**src/rtl/bp_pkg.sv**
```systemverilog
// Shared types and default constants for the Bp bus arbiter.
package bp_pkg;

  typedef enum logic [2:0] {
    S_IDLE  = 3'd0,
    S_GRANT = 3'd1,
    S_XFER  = 3'd2,
    S_DONE  = 3'd3,
    S_ERR   = 3'd4
  } bp_state_e;

  localparam int unsigned BP_N_DEFAULT       = 4;
  localparam int unsigned BP_TIMEOUT_DEFAULT = 200;
  localparam int unsigned BP_TO_W_DEFAULT    = 8;

endpackage

```
**src/rtl/bp_bus_arbiter_rr_pick.sv**
```systemverilog
// Combinational round-robin selector: first set request bit searching
// upward from (last+1) mod N, returned as one-hot and as an index.
module rr_pick
  import bp_pkg::*;
#(
  parameter int unsigned N  = BP_N_DEFAULT,
  parameter int unsigned IW = $clog2(N)
) (
  input  logic [N-1:0]  req,
  input  logic [IW-1:0] last,
  output logic [N-1:0]  pick,
  output logic [IW-1:0] idx
);

  logic [IW-1:0] j;
  logic          found;

  // Rotating priority scan starting just after the last winner.
  always_comb begin
    pick  = '0;
    idx   = '0;
    j     = '0;
    found = 1'b0;
    for (int unsigned i = 1; i <= N; i++) begin
      j = IW'((32'(last) + i) % N);
      if (!found && req[j]) begin
        found   = 1'b1;
        pick[j] = 1'b1;
        idx     = j;
      end
    end
  end

endmodule

```
**src/rtl/bp_bus_arbiter.sv**
```systemverilog
// Round-robin arbiter and transaction sequencer for the shared Bp bus.
// Optional XFER wait timeout is compiled in with BP_ARB_TIMEOUT_EN.
module bp_bus_arbiter
  import bp_pkg::*;
#(
  parameter int unsigned N       = BP_N_DEFAULT,
  parameter int unsigned TIMEOUT = BP_TIMEOUT_DEFAULT,
  parameter int unsigned TO_W    = BP_TO_W_DEFAULT
) (
  input  logic         clk,
  input  logic         rst,
  input  logic [N-1:0] req,
  input  logic [N-1:0] wr,
  output logic [N-1:0] gnt,
  output logic [N-1:0] done,
  output logic [N-1:0] err,
  output logic         bus_valid,
  output logic         bus_wr,
  output logic         bus_clear,
  input  logic         bus_wait,
  input  logic         bus_error
);

  localparam int unsigned IW = $clog2(N);

  bp_state_e     state_q, state_d;
  logic [IW-1:0] sel_q, sel_d;
  logic [N-1:0]  sel_oh_q, sel_oh_d;
  logic [IW-1:0] last_q, last_d;
  logic          wr_cap_q, wr_cap_d;

  logic [N-1:0]  gnt_q, gnt_d;
  logic [N-1:0]  done_q, done_d;
  logic [N-1:0]  err_q, err_d;
  logic          valid_q, valid_d;
  logic          bwr_q, bwr_d;
  logic          clr_q, clr_d;
  logic          busy_d;

  logic [N-1:0]  pick_oh;
  logic [IW-1:0] pick_idx;
  logic          timeout;

  rr_pick #(
    .N  (N),
    .IW (IW)
  ) u_rr_pick (
    .req  (req),
    .last (last_q),
    .pick (pick_oh),
    .idx  (pick_idx)
  );

`ifdef BP_ARB_TIMEOUT_EN
  logic [TO_W-1:0] cnt_q, cnt_d;

  assign timeout = (cnt_q == TO_W'(TIMEOUT - 1));

  // Wait counter: cleared in GRANT, advances on each stalled XFER cycle.
  always_comb begin
    cnt_d = cnt_q;
    if (state_q == S_GRANT) begin
      cnt_d = '0;
    end else if (state_q == S_XFER && !bus_error && bus_wait && !timeout) begin
      cnt_d = cnt_q + 1'b1;
    end
  end

  // Wait counter register.
  always_ff @(posedge clk) begin
    if (rst) cnt_q <= '0;
    else     cnt_q <= cnt_d;
  end
`else
  assign timeout = 1'b0;
`endif

  // Next state, captured selection, and output terms. Outputs are derived
  // from the next state so every output is a flop with no input-to-output path.
  always_comb begin
    state_d  = state_q;
    sel_d    = sel_q;
    sel_oh_d = sel_oh_q;
    wr_cap_d = wr_cap_q;
    last_d   = last_q;
    unique case (state_q)
      S_IDLE: begin
        if (|pick_oh) begin
          state_d  = S_GRANT;
          sel_d    = pick_idx;
          sel_oh_d = pick_oh;
          wr_cap_d = |(wr & pick_oh);
        end
      end
      S_GRANT: state_d = S_XFER;
      S_XFER: begin
        if (bus_error)     state_d = S_ERR;
        else if (!bus_wait) state_d = S_DONE;
        else if (timeout)  state_d = S_ERR;
      end
      S_DONE, S_ERR: begin
        last_d  = sel_q;
        state_d = S_IDLE;
      end
      default: state_d = S_IDLE;
    endcase

    busy_d  = (state_d == S_GRANT) || (state_d == S_XFER);
    gnt_d   = busy_d ? sel_oh_d : '0;
    valid_d = busy_d;
    bwr_d   = busy_d & wr_cap_d;
    done_d  = (state_d == S_DONE) ? sel_oh_d : '0;
    err_d   = (state_d == S_ERR)  ? sel_oh_d : '0;
    clr_d   = (state_d == S_ERR);
  end

  // State, selection and output registers.
  always_ff @(posedge clk) begin
    if (rst) begin
      state_q  <= S_IDLE;
      sel_q    <= '0;
      sel_oh_q <= '0;
      last_q   <= IW'(N - 1);
      wr_cap_q <= 1'b0;
      gnt_q    <= '0;
      done_q   <= '0;
      err_q    <= '0;
      valid_q  <= 1'b0;
      bwr_q    <= 1'b0;
      clr_q    <= 1'b0;
    end else begin
      state_q  <= state_d;
      sel_q    <= sel_d;
      sel_oh_q <= sel_oh_d;
      last_q   <= last_d;
      wr_cap_q <= wr_cap_d;
      gnt_q    <= gnt_d;
      done_q   <= done_d;
      err_q    <= err_d;
      valid_q  <= valid_d;
      bwr_q    <= bwr_d;
      clr_q    <= clr_d;
    end
  end

  assign gnt       = gnt_q;
  assign done      = done_q;
  assign err       = err_q;
  assign bus_valid = valid_q;
  assign bus_wr    = bwr_q;
  assign bus_clear = clr_q;

endmodule
```
**config.mk**
```make
export PLATFORM = sky130hd
export DESIGN_NAME = bp_bus_arbiter
export DESIGN_NICKNAME = d
export VERILOG_FILES = /design/src/rtl/bp_pkg.sv /design/src/rtl/bp_bus_arbiter_rr_pick.sv /design/src/rtl/bp_bus_arbiter.sv
export SDC_FILE = /design/constraint.sdc
export NUM_CORES = 1
export LEC_CHECK = 0
export ABC_AREA = 1
export CORE_ASPECT_RATIO = 1.1
export CORE_MARGIN = 2
export CORE_UTILIZATION = 48
export DETAILED_ROUTE_END_ITERATION = 10
export PLACE_DENSITY = 0.72
export SYNTH_ARGS = -nofsm -noshare
export SYNTH_HDL_FRONTEND = slang
export SYNTH_SLANG_ARGS = --single-unit
```
**constraint.sdc**
```tcl
create_clock -name clk -period 4.5 [get_ports clk]
set_input_delay 0.9 -clock clk [delete_from_list [all_inputs] [get_ports clk]]
set_output_delay 0.9 -clock clk [all_outputs]
set_load 0.03 [all_outputs]
```
# [After elaboration in Yosys (flattened, before gate mapping)]
# Index checks and enable logic that the tools add are counted.
# Widths: inputs -> output; s select.
[word_totals] register_bits=27
[classes] bitwise_logic=8 reduce_logical=19 n_eq_ne=8 addsub=4 order_cmp=8 muxes=35
[op_table] op="$mux 4" count=6
[op_table] op="$mux 1" count=13
[op_table] op="$eq 3x2->1 const B" count=4
[op_table] op="$lt 2x3->1 const B" count=4
[op_table] op="$or 4x4->4" count=3
[op_table] op="$mux 3" count=3
[op_table] op="$pmux 3 s3" count=1
[op_table] op="$bmux 1 s2" count=4
[op_table] op="$demux 1 s2" count=4
[op_table] op="$ge 2x1->1 const B" count=4
[op_table] op="$mux 2" count=4
[op_table] op="$reduce_or 2->1" count=4
[op_table] op="$reduce_or 4->1" count=2
[op_table] op="$logic_and 1x1->1" count=7
[op_table] op="$eq 3x1->1 const B" count=2
[op_table] op="$eq 3x3->1 const B" count=2
[op_table] op="$add 2x1->2 const B" count=2
[op_table] op="$add 2x2->2 const B" count=2
[op_table] op="$and 4x4->4" count=1
[op_table] op="$logic_not 1->1" count=3
[op_table] op="$logic_not 3->1" count=1
[op_table] op="$not 1->1" count=3
[op_table] op="$reduce_and 2->1" count=1
[op_table] op="$and 1x1->1" count=1
[op_table] op="$logic_or 1x1->1" count=1

# [Longest topological paths before layout]
# Gate-level depths: netlist of the first run.
[logic_depth] word_depth=20 ltp_mapped=18

# [Hierarchy]
# A second synthesis of the first run with hierarchy kept.
[hier_totals] cells_unflattened=211 area_unflattened_um2=1505.2
[by_module_without_submodules] module="bp_bus_arbiter" cells_each=126 instances=1 area_each_um2=969.7
[by_module_without_submodules] module="rr_pick" cells_each=85 instances=1 area_each_um2=535.5

# [Worst setup path before layout of the first run]
# OpenSTA, ideal clock, no wires.
[synth_timing] path_type="register to register" start="reg last_q[0]" end="reg bwr_q, in the netlist bus_wr" setup_ns=0.113 n_path_buf=2 path_stages_with_launch=17 setup_slack_ns=2.207 t_arrival_ns=2.180 period_less_slack_ns=2.293 path_cell_list="dfxtp_1 -> buf_4 -> inv_2 -> buf_6 -> ha_1 -> inv_1 -> nand2_1 -> nand2_4 -> nand2_1 -> a21boi_1 -> nand3_2 -> nor2_2 -> nand2_2 -> nand2_4 -> nand3_2 -> nand2_4 -> nor2_2"
[synth_via] elab_chain_len=19
[synth_rtl] item="from (decl)" line_no="bp_bus_arbiter.sv:29" rtl="logic [IW-1:0] last_q, last_d;"
[synth_rtl] item="from (signal assigned)" line_no="bp_bus_arbiter.sv:123" rtl="last_q <= IW'(N - 1);"
[synth_rtl] item="from (signal assigned)" line_no="bp_bus_arbiter.sv:135" rtl="last_q <= last_d;"
[synth_rtl] item="parallel branches: the longest is 12 deep, another holds $lt 2x3->1"
[synth_rtl] item="$mux 4 (*)" line_no="bp_bus_arbiter_rr_pick.sv:26" rtl="if (!found && req[j]) begin"
[synth_rtl] item="$reduce_or 4->1" line_no="bp_bus_arbiter.sv:88" rtl="if (|pick_oh) begin"
[synth_rtl] item="$mux 3" line_no="bp_bus_arbiter.sv:88"
[synth_rtl] item="$pmux 3 s3" line_no="bp_bus_arbiter.sv:86" rtl="unique case (state_q)"
[synth_rtl] item="$eq 3x1->1 / $eq 3x2->1 (equally long branches)" line_no="bp_bus_arbiter.sv:108" rtl="busy_d = (state_d == S_GRANT) || (state_d == S_XFER);"
[synth_rtl] item="$logic_or 1x1->1" line_no="bp_bus_arbiter.sv:108"
[synth_rtl] item="$and 1x1->1 (*)" line_no="bp_bus_arbiter.sv:111" rtl="bwr_d = busy_d & wr_cap_d;"
[synth_rtl] item="to (signal assigned)" line_no="bp_bus_arbiter.sv:141" rtl="bwr_q <= bwr_d;"
[synth_rtl] item="to (decl)" line_no="bp_bus_arbiter.sv:36" rtl="logic bwr_q, bwr_d;"
# Every way passes the cells marked *. The select of a mux whose other input is x is not followed.
# A chain may end at the register's enable or synchronous reset.

# [Final worst setup path of the first run]
[layout_timing] start="reg last_q[0]" end="reg wr_cap_q"
[layout_via] elab_chain_len=17
[layout_rtl] item="parallel branches: the longest is 12 deep, another holds $lt 2x3->1"
[layout_rtl] item="$mux 4 (*)" line_no="bp_bus_arbiter_rr_pick.sv:26"
[layout_rtl] item="$and 4x4->4" line_no="bp_bus_arbiter.sv:92" rtl="wr_cap_d = |(wr & pick_oh);"
[layout_rtl] item="$reduce_or 4->1" line_no="bp_bus_arbiter.sv:92"
[layout_rtl] item="$mux 1 (*)" line_no="bp_bus_arbiter.sv:88"
[layout_rtl] item="$mux 1 (*)" line_no="bp_bus_arbiter.sv:86"
[layout_rtl] item="to (signal assigned)" line_no="bp_bus_arbiter.sv:136" rtl="wr_cap_q <= wr_cap_d;"
[layout_rtl] item="to (decl)" line_no="bp_bus_arbiter.sv:30" rtl="logic wr_cap_q, wr_cap_d;"
# Marks and branches as above.

==> results, run 1 <==
- For the worst setup path, the data required time is ~4.7 ns.
- The highest metal layer carrying signal wires in the routed design is met4.
- The minimum period implied by the final worst setup slack is ~2.7 ns.
- The remaining routing DRC violations is 0.
- The total of buffers placed on input and output ports is 26.
- The register-to-register setup slack is between 1.5 and 2 ns.
- After clock tree synthesis, the clock-pin slew on the worst setup and hold paths is about 0.15 ns.
- Counting both buffers and inverters, the worst setup path holds a total of 3.
- The total area of multi-input combinational cells is 849.6 um^2.
- The die footprint is between 3000 and 4000 um^2.
- The portion of the post-synthesis area used by sequential elements is 35.53%.
- The utilization of the core after routing is approximately 60%.
- By instance count, the cell type seen most on the critical path is sky130_fd_sc_hd__nand2_1.
- Setup repair after global routing left no endpoint under its margin.
- Averaged over all synthesized cells, the footprint is around 7 um^2.
- Summing all placed instances gives a cell area of roughly 1800 um^2.
- The finished cells cover 1836 um^2.
- Based on the critical path, the design can be clocked at up to around 370 MHz.
- The number of antenna repair diodes is 0.
- The total chip power is about 1 mW.
- Tracing the worst setup path back leads to its startpoint at last_q[0].
- In this run the tightest slew margin relative to its limit is a little under two thirds.
- TritonCTS built the clock tree.
- Summed over all nets, wire length on met3 after detailed routing comes to about 130 um.
- The final route contains roughly 1.3k vias.
- In the post-route analysis, the smallest setup slack over all paths is around 1.8 ns.
- Relative to the synthesized area, the layout overhead comes to 20.64%.
- The signal on the critical path passes through inv_2, ha_1, inv_1, nand2_1, nand2_4, nor2_4, nand2_1, nand3_1, nor2_1, nand2_1, nor2_1, nor2_1, nand2_1, nand3_1, inv_1.
- The I/O pin total is 27.
- The filler cells instantiated in the layout total between 200 and 300.
- The critical path in this run is classified as register to register.
- The number of hold buffers added after cts is 0.
- The congestion estimate from routability-driven global placement came to 0.9525.
- The startpoint identified for the worst hold timing path is sel_q[1].
- The length of routed wiring on met1 is ~1.4 mm.
- Grouping stages by cell kind, the critical path spends the most delay in simple AND/OR/NAND/NOR gates.
- CTS built an H-tree with a depth of 1.
- By area the synthesized netlist is led by sky130_fd_sc_hd__dfxtp_1 36%, sky130_fd_sc_hd__nand2_1 15%, sky130_fd_sc_hd__inv_1 6.7%.
- At the pin with the least slew margin, the transition time is 0.5434 ns.
- The number of cells produced by synthesis is approximately 210.
- Measured along the y axis, the die boundary spans 63.05 um.
- The DRC marker count from the first detailed-route iteration is 55.
- Dividing the detail-routed wire length by the instance count gives around 11 um.
- The synthesized design spends more area on one cell type than any other, namely sky130_fd_sc_hd__dfxtp_1.
- The setup violation total in the final timing report is 0.
- Summed over all nets, the half-perimeter wirelength after detailed placement is between 2 and 2.5 mm.
- Summing every instance area after synthesis gives about 1500 um^2.
- The wire length of the first global-routing pass is about 5.2 mm.
- The core outline area is between 3000 and 4000 um^2.
- The post-layout net count is 260.
- The post-CTS setup buffer count is 0.
- Leaving out filler cells and counting taps, the final layout contains between 200 and 300.
- In the global route stage, overall resource usage came out at between 10% and 20%.
- Final hold analysis gives a worst-case slack of 0.4964 ns.
- The clock network latency to the later pin of the worst-skew pair is about 0.33 ns.
- The cell sitting at the root of the clock tree is a sky130_fd_sc_hd__clkbuf_4.
- The number of max-cap violations is 0.
- In this run the power density over the cells is approximately 540 nW/um^2.
- During synthesis, Yosys emitted a total of 0 warnings.
- The via count of the first global-routing pass is 1,159.
- Of all nets on the critical path, the largest fanout is 14.
- The wire length after detailed routing is 3.013 mm.
- The net count after synthesis is around 230.
- The clock passes through at most 2 buffers.
- The count of cell types in the netlist is 24.
- The flow ran to the end, and the final reports show no timing, DRC or antenna violations.
- The reported leakage power is 0.9413 nW.
- The share of layout cells above drive strength 1 is between 10% and 20%.
- On the final layout, the worst clock skew is between 0.01 and 0.015 ns.
- The via count normalized by instance count is between 4 and 5.
- The tightest min-delay check is of the register to register type.
- The synthesized design devotes to its leading area cell type 35.53% of total area.
- Including well taps, the total number of placed cells is roughly 270.
- The worst slack at placement is 1.583 ns.
- Dividing the final minimum period by the clock period gives between 60% and 70%.
- The pre-antenna-repair detailed-routing pass consisted of 4 iterations.
- Entering global routing, the biggest net connects 17 pins.
- The synthesized design contains 27 register bits.
- The detail route stage leaves a number of antenna-violating nets equal to 0.
- The worst setup path is launched from a register.
- The count of cells resized by post-cts repair is 0.
- The initial antenna violation count is 0.
- The final-report hold violation count is 0.
- The maximum resistive drop on vdd is between 0.0003 and 0.0004 V.
- Summing all flip-flop and latch instances after layout gives 540.5 um^2.
- The clock drives 27 sinks.
- The worst register-to-register path begins at last_q[0].
- The cell type of the slowest stage on the worst timing path is sky130_fd_sc_hd__dfxtp_1.
- Counting the buffers created by CTS gives 3.
- The x dimension of the die is around 58 um.
- In this run the core area contains 21 standard-cell rows.
- The largest incremental delay on the critical path is between 0.6 and 0.7 ns.
- For this configuration, the core starts out at a cell density of 49.92%.
- In the final timing run, aggregate negative setup slack is 0 ns.
- The wire length on met2 is between 1 and 1.5 mm.
- The total congestion overflow after global routing is 0.
- The data arrival at the endpoint of the critical path is 2.95 ns.
- STA classifies the critical path endpoint as a register.
- The number of pins with negative max-slew slack in the final report is 0.
## cell families after synthesis
family,count (synthesis),synth area share (%)
AO/OA/AOI/OAI,16,6.496
AND/OR/NAND/NOR,128,42.76
buffers and inverters,32,8.635
flip-flops,27,35.53
adder cells (fa/ha/maj),8,6.579
## Yosys cell counts, drive strengths merged
cell type,n
nand3b,1
nand3,14
nor3,3
nand2,72
buf,2
inv,30
dfxtp,27
o21ai,5
nand4,5
a21boi,3
nor2,33
ha,8
a21oi,7
o2111ai,1
## worst min-delay path, stage by stage, from the launching register on
cell and delay (ns):
sky130_fd_sc_hd__dfxtp_1 0.36, sky130_fd_sc_hd__a21oi_1 0.06, sky130_fd_sc_hd__o21ai_0 0.06
## per-layer routing
metal	track usage, %	up-vias
met5	0	-
met4	5.233	0
met3	2.669	4
met2	29.26	39
met1	23.66	582
li1	-	709
## layout by cell type, fill, tap and decap left out, drive strengths merged, types with 3 or more instances in the layout
cell type      instances
clkbuf                 3
a21oi                  7
nand2                 72
nor2                  33
o21ai                  5
nor3                   3
inv                   30
dfxtp                 27
nand3                 14
a21boi                 3
nand4                  5
clkdlybuf4s50         26
ha                     8
## sequential cells by signal, indices dropped and copies added, names as in the netlist
name / count
done: 4
bus_clear: 1
bus_valid: 1
gnt: 4
sel_q: 2
last_q: 2
bus_wr: 1
sel_oh_q: 4
state_q: 3
err: 4
wr_cap_q: 1
## worst paths after layout
| kind | to | depth (start not counted) |
|---|---|---|
| worst max-delay path | wr_cap_q | 15 |
| worst min-delay path | last_q[1] | 2 |
| worst max register to register | wr_cap_q | 15 |
| worst min register to register | last_q[1] | 2 |
## area by class of cell
cell class | count | share of cell area (%)
clock buffers | 3 | 1.227
clock inverters | 1 | 0.4090
inverters | 30 | 6.135
multi-input cells | 152 | 46.28
flip-flops and latches | 27 | 29.45
well taps | 34 | 2.318
repair buffers | 26 | 14.18
## power by group
group / leakage, nW / total, mW / switching (mW) / internal, mW
registers: 0.220 / 0.322 / 0.0298 / 0.292
clock network: 0.0139 / 0.105 / 0.0711 / 0.0340
logic: 0.707 / 0.573 / 0.380 / 0.193
Power figures use the tool's default switching activity.
==> run 2: changes to the inputs <==
- CORE_UTILIZATION: 48 -> 47
- PLACE_DENSITY: 0.72 -> 0.73
- clock period: 4.5 -> 2.25 ns (I/O delays scaled with it)
==> run 2 against run 1 <==
Count of clock-buffer cells in the layout is the same; worst setup slack lost 1.7 ns; critical path depth is the same; register-to-register slack lost 1.6 ns; clock skew shrank 0.0018 ns; core utilization grew 4.6 points; via count grew 4.0%; die area grew 2.0%; largest cell class unchanged; largest power group unchanged; highest routed layer unchanged.
==> results, run 2 (same netlist as run 1, synthesis figures left out) <==
- Dividing the final minimum period by the clock period gives between 90% and 100%.
- The maximum resistive drop on vdd was 0.0006248 V (was 0.0003155 V).
- The critical path depth is 15 (unchanged).
- The post-layout net count came to 277 (was 260).
- The minimum period implied by the final worst setup slack is ~2.1 ns.
- The die height is 63.68 um (was 63.05 um).
- The endpoint type of the worst setup path is a register (unchanged).
- The utilization of the core after routing is 64.79% (was 60.22%).
- The layout overhead on the synthesized area was 30.92% (was 20.64%).
- The root buffer cell is sky130_fd_sc_hd__clkbuf_4 (unchanged).
- The global placement routability congestion is 0.9124 (was 0.9525).
- Outcome: completed (unchanged).
- The number of max-cap violations was 0 (unchanged).
- The total congestion overflow after global routing is 0 (unchanged).
- The worst-case headroom to the max-slew limit came to 64.64% (was 63.64%).
- The CTS H-tree depth is 1 (unchanged).
- The worst hold-check path type is register to register (unchanged).
- Commonest cells after routing, fill and taps aside: 57 x sky130_fd_sc_hd__nand2_1, 26 x sky130_fd_sc_hd__inv_1, 25 x sky130_fd_sc_hd__dfxtp_1, 25 x sky130_fd_sc_hd__clkdlybuf4s50_1, 24 x sky130_fd_sc_hd__nor2_1 (was 61 x sky130_fd_sc_hd__nand2_1, 27 x sky130_fd_sc_hd__inv_1, 27 x sky130_fd_sc_hd__dfxtp_1, 26 x sky130_fd_sc_hd__clkdlybuf4s50_1, 24 x sky130_fd_sc_hd__nor2_1).
- The number of pins with negative max-slew slack in the final report is 0 (unchanged).
- The clock sink count is 27 (unchanged).
- The end of the worst register-to-register path was bus_valid (was wr_cap_q).
- The wire length after detailed routing came to 3.102 mm (was 3.013 mm).
- The total area of multi-input combinational cells was 875.8 um^2 (was 849.6 um^2).
- The largest incremental delay on the critical path is 0.49 ns (was 0.61 ns).
- The clock transition at the register clock pins on the worst setup and hold paths after CTS is 0.15 ns (about the same).
- The number of hold buffers added after cts was 0 (unchanged).
- The critical path required time is 2.50 ns (was 4.74 ns).
- The maximum buffer depth of the clock tree is 2 (unchanged).
- The final cell area excluding filler cells is 1992 um^2 (was 1836 um^2).
- The instance area after placement is 1931 um^2 (was 1805 um^2).
- The most repeated library cell on the critical path is sky130_fd_sc_hd__nand2_4 (was sky130_fd_sc_hd__nand2_1).
- The depth of the worst register-to-register path is 16 (was 15).
- The cell area power density is 1084 nW/um^2 (was 544.8 nW/um^2).
- The reported leakage power is 1.031 nW (was 0.9413 nW).
- The core outline area is 3074 um^2 (was 3048 um^2).
- The commonest non-fill, non-tap cell in the layout is sky130_fd_sc_hd__nand2_1 (unchanged).
- The via count of the first global-routing pass was 1,311 (was 1,159).
- The register-to-register setup slack is 0.17 ns (was 1.79 ns).
- The combined buffer and inverter count along the critical path is 3 (unchanged).
- The total of buffers placed on input and output ports is 26 (unchanged).
- The critical path launch point type is an input port (was register).
- The maximum number of pins on one net before global-route repair is 17 (unchanged).
- The global routing usage summed across all routing layers was 18.70% (was 17.74%).
- The largest fanout of any net on the critical path is 8 (was 14).
- The iteration count of the initial detailed-routing pass is 5 (was 4).
- The final worst hold slack is 0.4969 ns (was 0.4964 ns).
- The worst min-delay path startpoint is sel_q[0] (was sel_q[1]).
- The clock network latency to the later pin of the worst-skew pair is 0.33 ns (about the same).
- The wire length of the first global-routing pass was 5.499 mm (was 5.168 mm).
- The via total after detailed routing came to 1,388 (was 1,334).
- The share of layout cells above drive strength 1 came to 24.61% (was 15.48%).
- For this run, the top clock speed supported by timing is 469.3 MHz.
- The clock tree from TritonCTS is done (unchanged).
- The capture endpoint of the worst hold path is last_q[0] (was last_q[1]).
- The sum of net half-perimeters after detailed placement is 2.445 mm (was 2.384 mm).
- The measured slew at the worst slew-check pin is 0.5284 ns (was 0.5434 ns).
- The total negative setup slack was 0 ns (unchanged).
- The post-route antenna net violation count came to 0 (unchanged).
- The row count came to 21 (unchanged).
- The number of antenna repair diodes is 0 (unchanged).
- The number of stages on the worst hold path is 2 (unchanged).
- The critical path class is input port to register (was register to register).
- The I/O pin total is 27 (unchanged).
- The area taken by flip-flops and latches is 543.0 um^2 (was 540.5 um^2).
- The initial antenna violation count is 0 (unchanged).
- The TritonCTS buffer count came to 3 (unchanged).
- The total chip power is 2.160 mW (was 1.000 mW).
- The startpoint of the worst-slack reg-to-reg timing path is last_q[0] (unchanged).
- The via count normalized by instance count is 4.786 (was 4.886).
- The die footprint came to 3709 um^2 (was 3637 um^2).
- The x dimension of the die was 58.25 um (was 57.68 um).
- The DRC marker count from the first detailed-route iteration is 41 (was 55).
- The remaining routing DRC violations is 0 (unchanged).
- The final-report hold violation count was 0 (unchanged).
- The cell family with the largest share of critical-path delay is simple AND/OR/NAND/NOR gates (unchanged).
- The data arrival at the endpoint of the critical path is 2.38 ns (was 2.95 ns).
- The clock skew after layout was 0.01017 ns (was 0.01194 ns).
- The setup violation total in the final timing report is 0 (unchanged).
- The starting density of the core is 49.49% (was 49.92%).
- The average routed wire per standard cell came to 10.70 um (was 11.04 um).
- The cell type of the slowest stage on the worst timing path is sky130_fd_sc_hd__clkdlybuf4s50_1 (was sky130_fd_sc_hd__dfxtp_1).
- Cell-by-cell listing of the critical path: clkdlybuf4s50_1, inv_1, nand2_1, nand3_4, nand2_4, nor2_4, buf_2, a21oi_2, nand3_2, nor2_2, nand2_2, nand2_4, nand3_2, nand2_4, nor2_1 (was inv_2, ha_1, inv_1, nand2_1, nand2_4, nor2_4, nand2_1, nand3_1, nor2_1, nand2_1, nor2_1, nor2_1, nand2_1, nand3_1, inv_1).
- The final-layout fill cell count is 283 (was 288).
==> run 2: cell count changes in the layout (fill, tap and decap cells not counted) <==
cell                              previous run  this run
sky130_fd_sc_hd__a21boi_1                    2         1
sky130_fd_sc_hd__a21boi_2                    0         1
sky130_fd_sc_hd__buf_2                       0         1
sky130_fd_sc_hd__buf_4                       0        16
sky130_fd_sc_hd__clkdlybuf4s50_1            26        25
sky130_fd_sc_hd__dfxtp_1                    27        25
sky130_fd_sc_hd__dfxtp_2                     0         2
sky130_fd_sc_hd__dlymetal6s2s_1              0         1
sky130_fd_sc_hd__ha_1                        8         7
sky130_fd_sc_hd__ha_4                        0         1
sky130_fd_sc_hd__inv_1                      27        26
sky130_fd_sc_hd__inv_2                       3         4
sky130_fd_sc_hd__nand2_1                    61        57
sky130_fd_sc_hd__nand2_2                     6        10
==> run 2: layout make-up <==
class | instances | area share, %
repair buffers | 43 | 19.47
flip-flops and latches | 27 | 27.26
inverters | 30 | 5.653
clock inverters | 1 | 0.3769
well taps | 34 | 2.136
multi-input cells | 152 | 43.97
clock buffers | 3 | 1.131
==> run 2: through the flow <==
stage | std cells | worst slack, ns
floorplan | 211 | 0.04397
global placement | 284 | -0.1637
detailed placement | 284 | -0.1696
CTS | 288 | 0.1205
global route | 290 | -0.005084
finish | 290 | 0.1190
==> run 2: power breakdown <==
group	switching, mW	internal [mW]
Sequential	0.0421	0.586
Clock	0.144	0.0681
Combinational	0.809	0.511
==> run 2: how the worst max path moves through the flow <==
stage	startpoint	to	slack, ns
floorplan	last_q[0]	bus_wr	0.04
global placement	req[0]	sel_q[0]	-0.16
detailed placement	req[1]	bus_valid	-0.17
CTS	last_q[1]	sel_q[0]	0.12
global route	req[2]	bus_valid	-0.005
finish	req[2]	bus_valid	0.12
==> run 2: worst reg2reg max path, stage by stage, from the launching register on <==
cell and delay, ns:
sky130_fd_sc_hd__dfxtp_2 0.35, sky130_fd_sc_hd__inv_2 0.08, sky130_fd_sc_hd__buf_4 0.16, sky130_fd_sc_hd__nand2_1 0.07
sky130_fd_sc_hd__nand2_2 0.08, sky130_fd_sc_hd__nand2_2 0.08, sky130_fd_sc_hd__nand2_4 0.12, sky130_fd_sc_hd__nor2_4 0.06
sky130_fd_sc_hd__buf_2 0.16, sky130_fd_sc_hd__a21oi_2 0.15, sky130_fd_sc_hd__nand3_2 0.09, sky130_fd_sc_hd__nor2_2 0.12
sky130_fd_sc_hd__nand2_2 0.08, sky130_fd_sc_hd__nand2_4 0.11, sky130_fd_sc_hd__nand3_2 0.10, sky130_fd_sc_hd__nand2_4 0.14
sky130_fd_sc_hd__nor2_1 0.06
==> run 2: timing repair <==
action | 4_1_cts | 5_1_grt
setup buffers | 0 | 2
endpoints found under the setup margin | 0 | 15
gates resized for setup | 0 | 10
==> run 2: metal layers <==
layer / routed length [um] / part of all wire, % / global-route usage, %
met3: 111 / 3.6 / 2.669
met1: 1523 / 49 / 23.71
met5: 0 / 0 / 0
met4: 44 / 1.4 / 6.105
met2: 1423 / 46 / 31.96
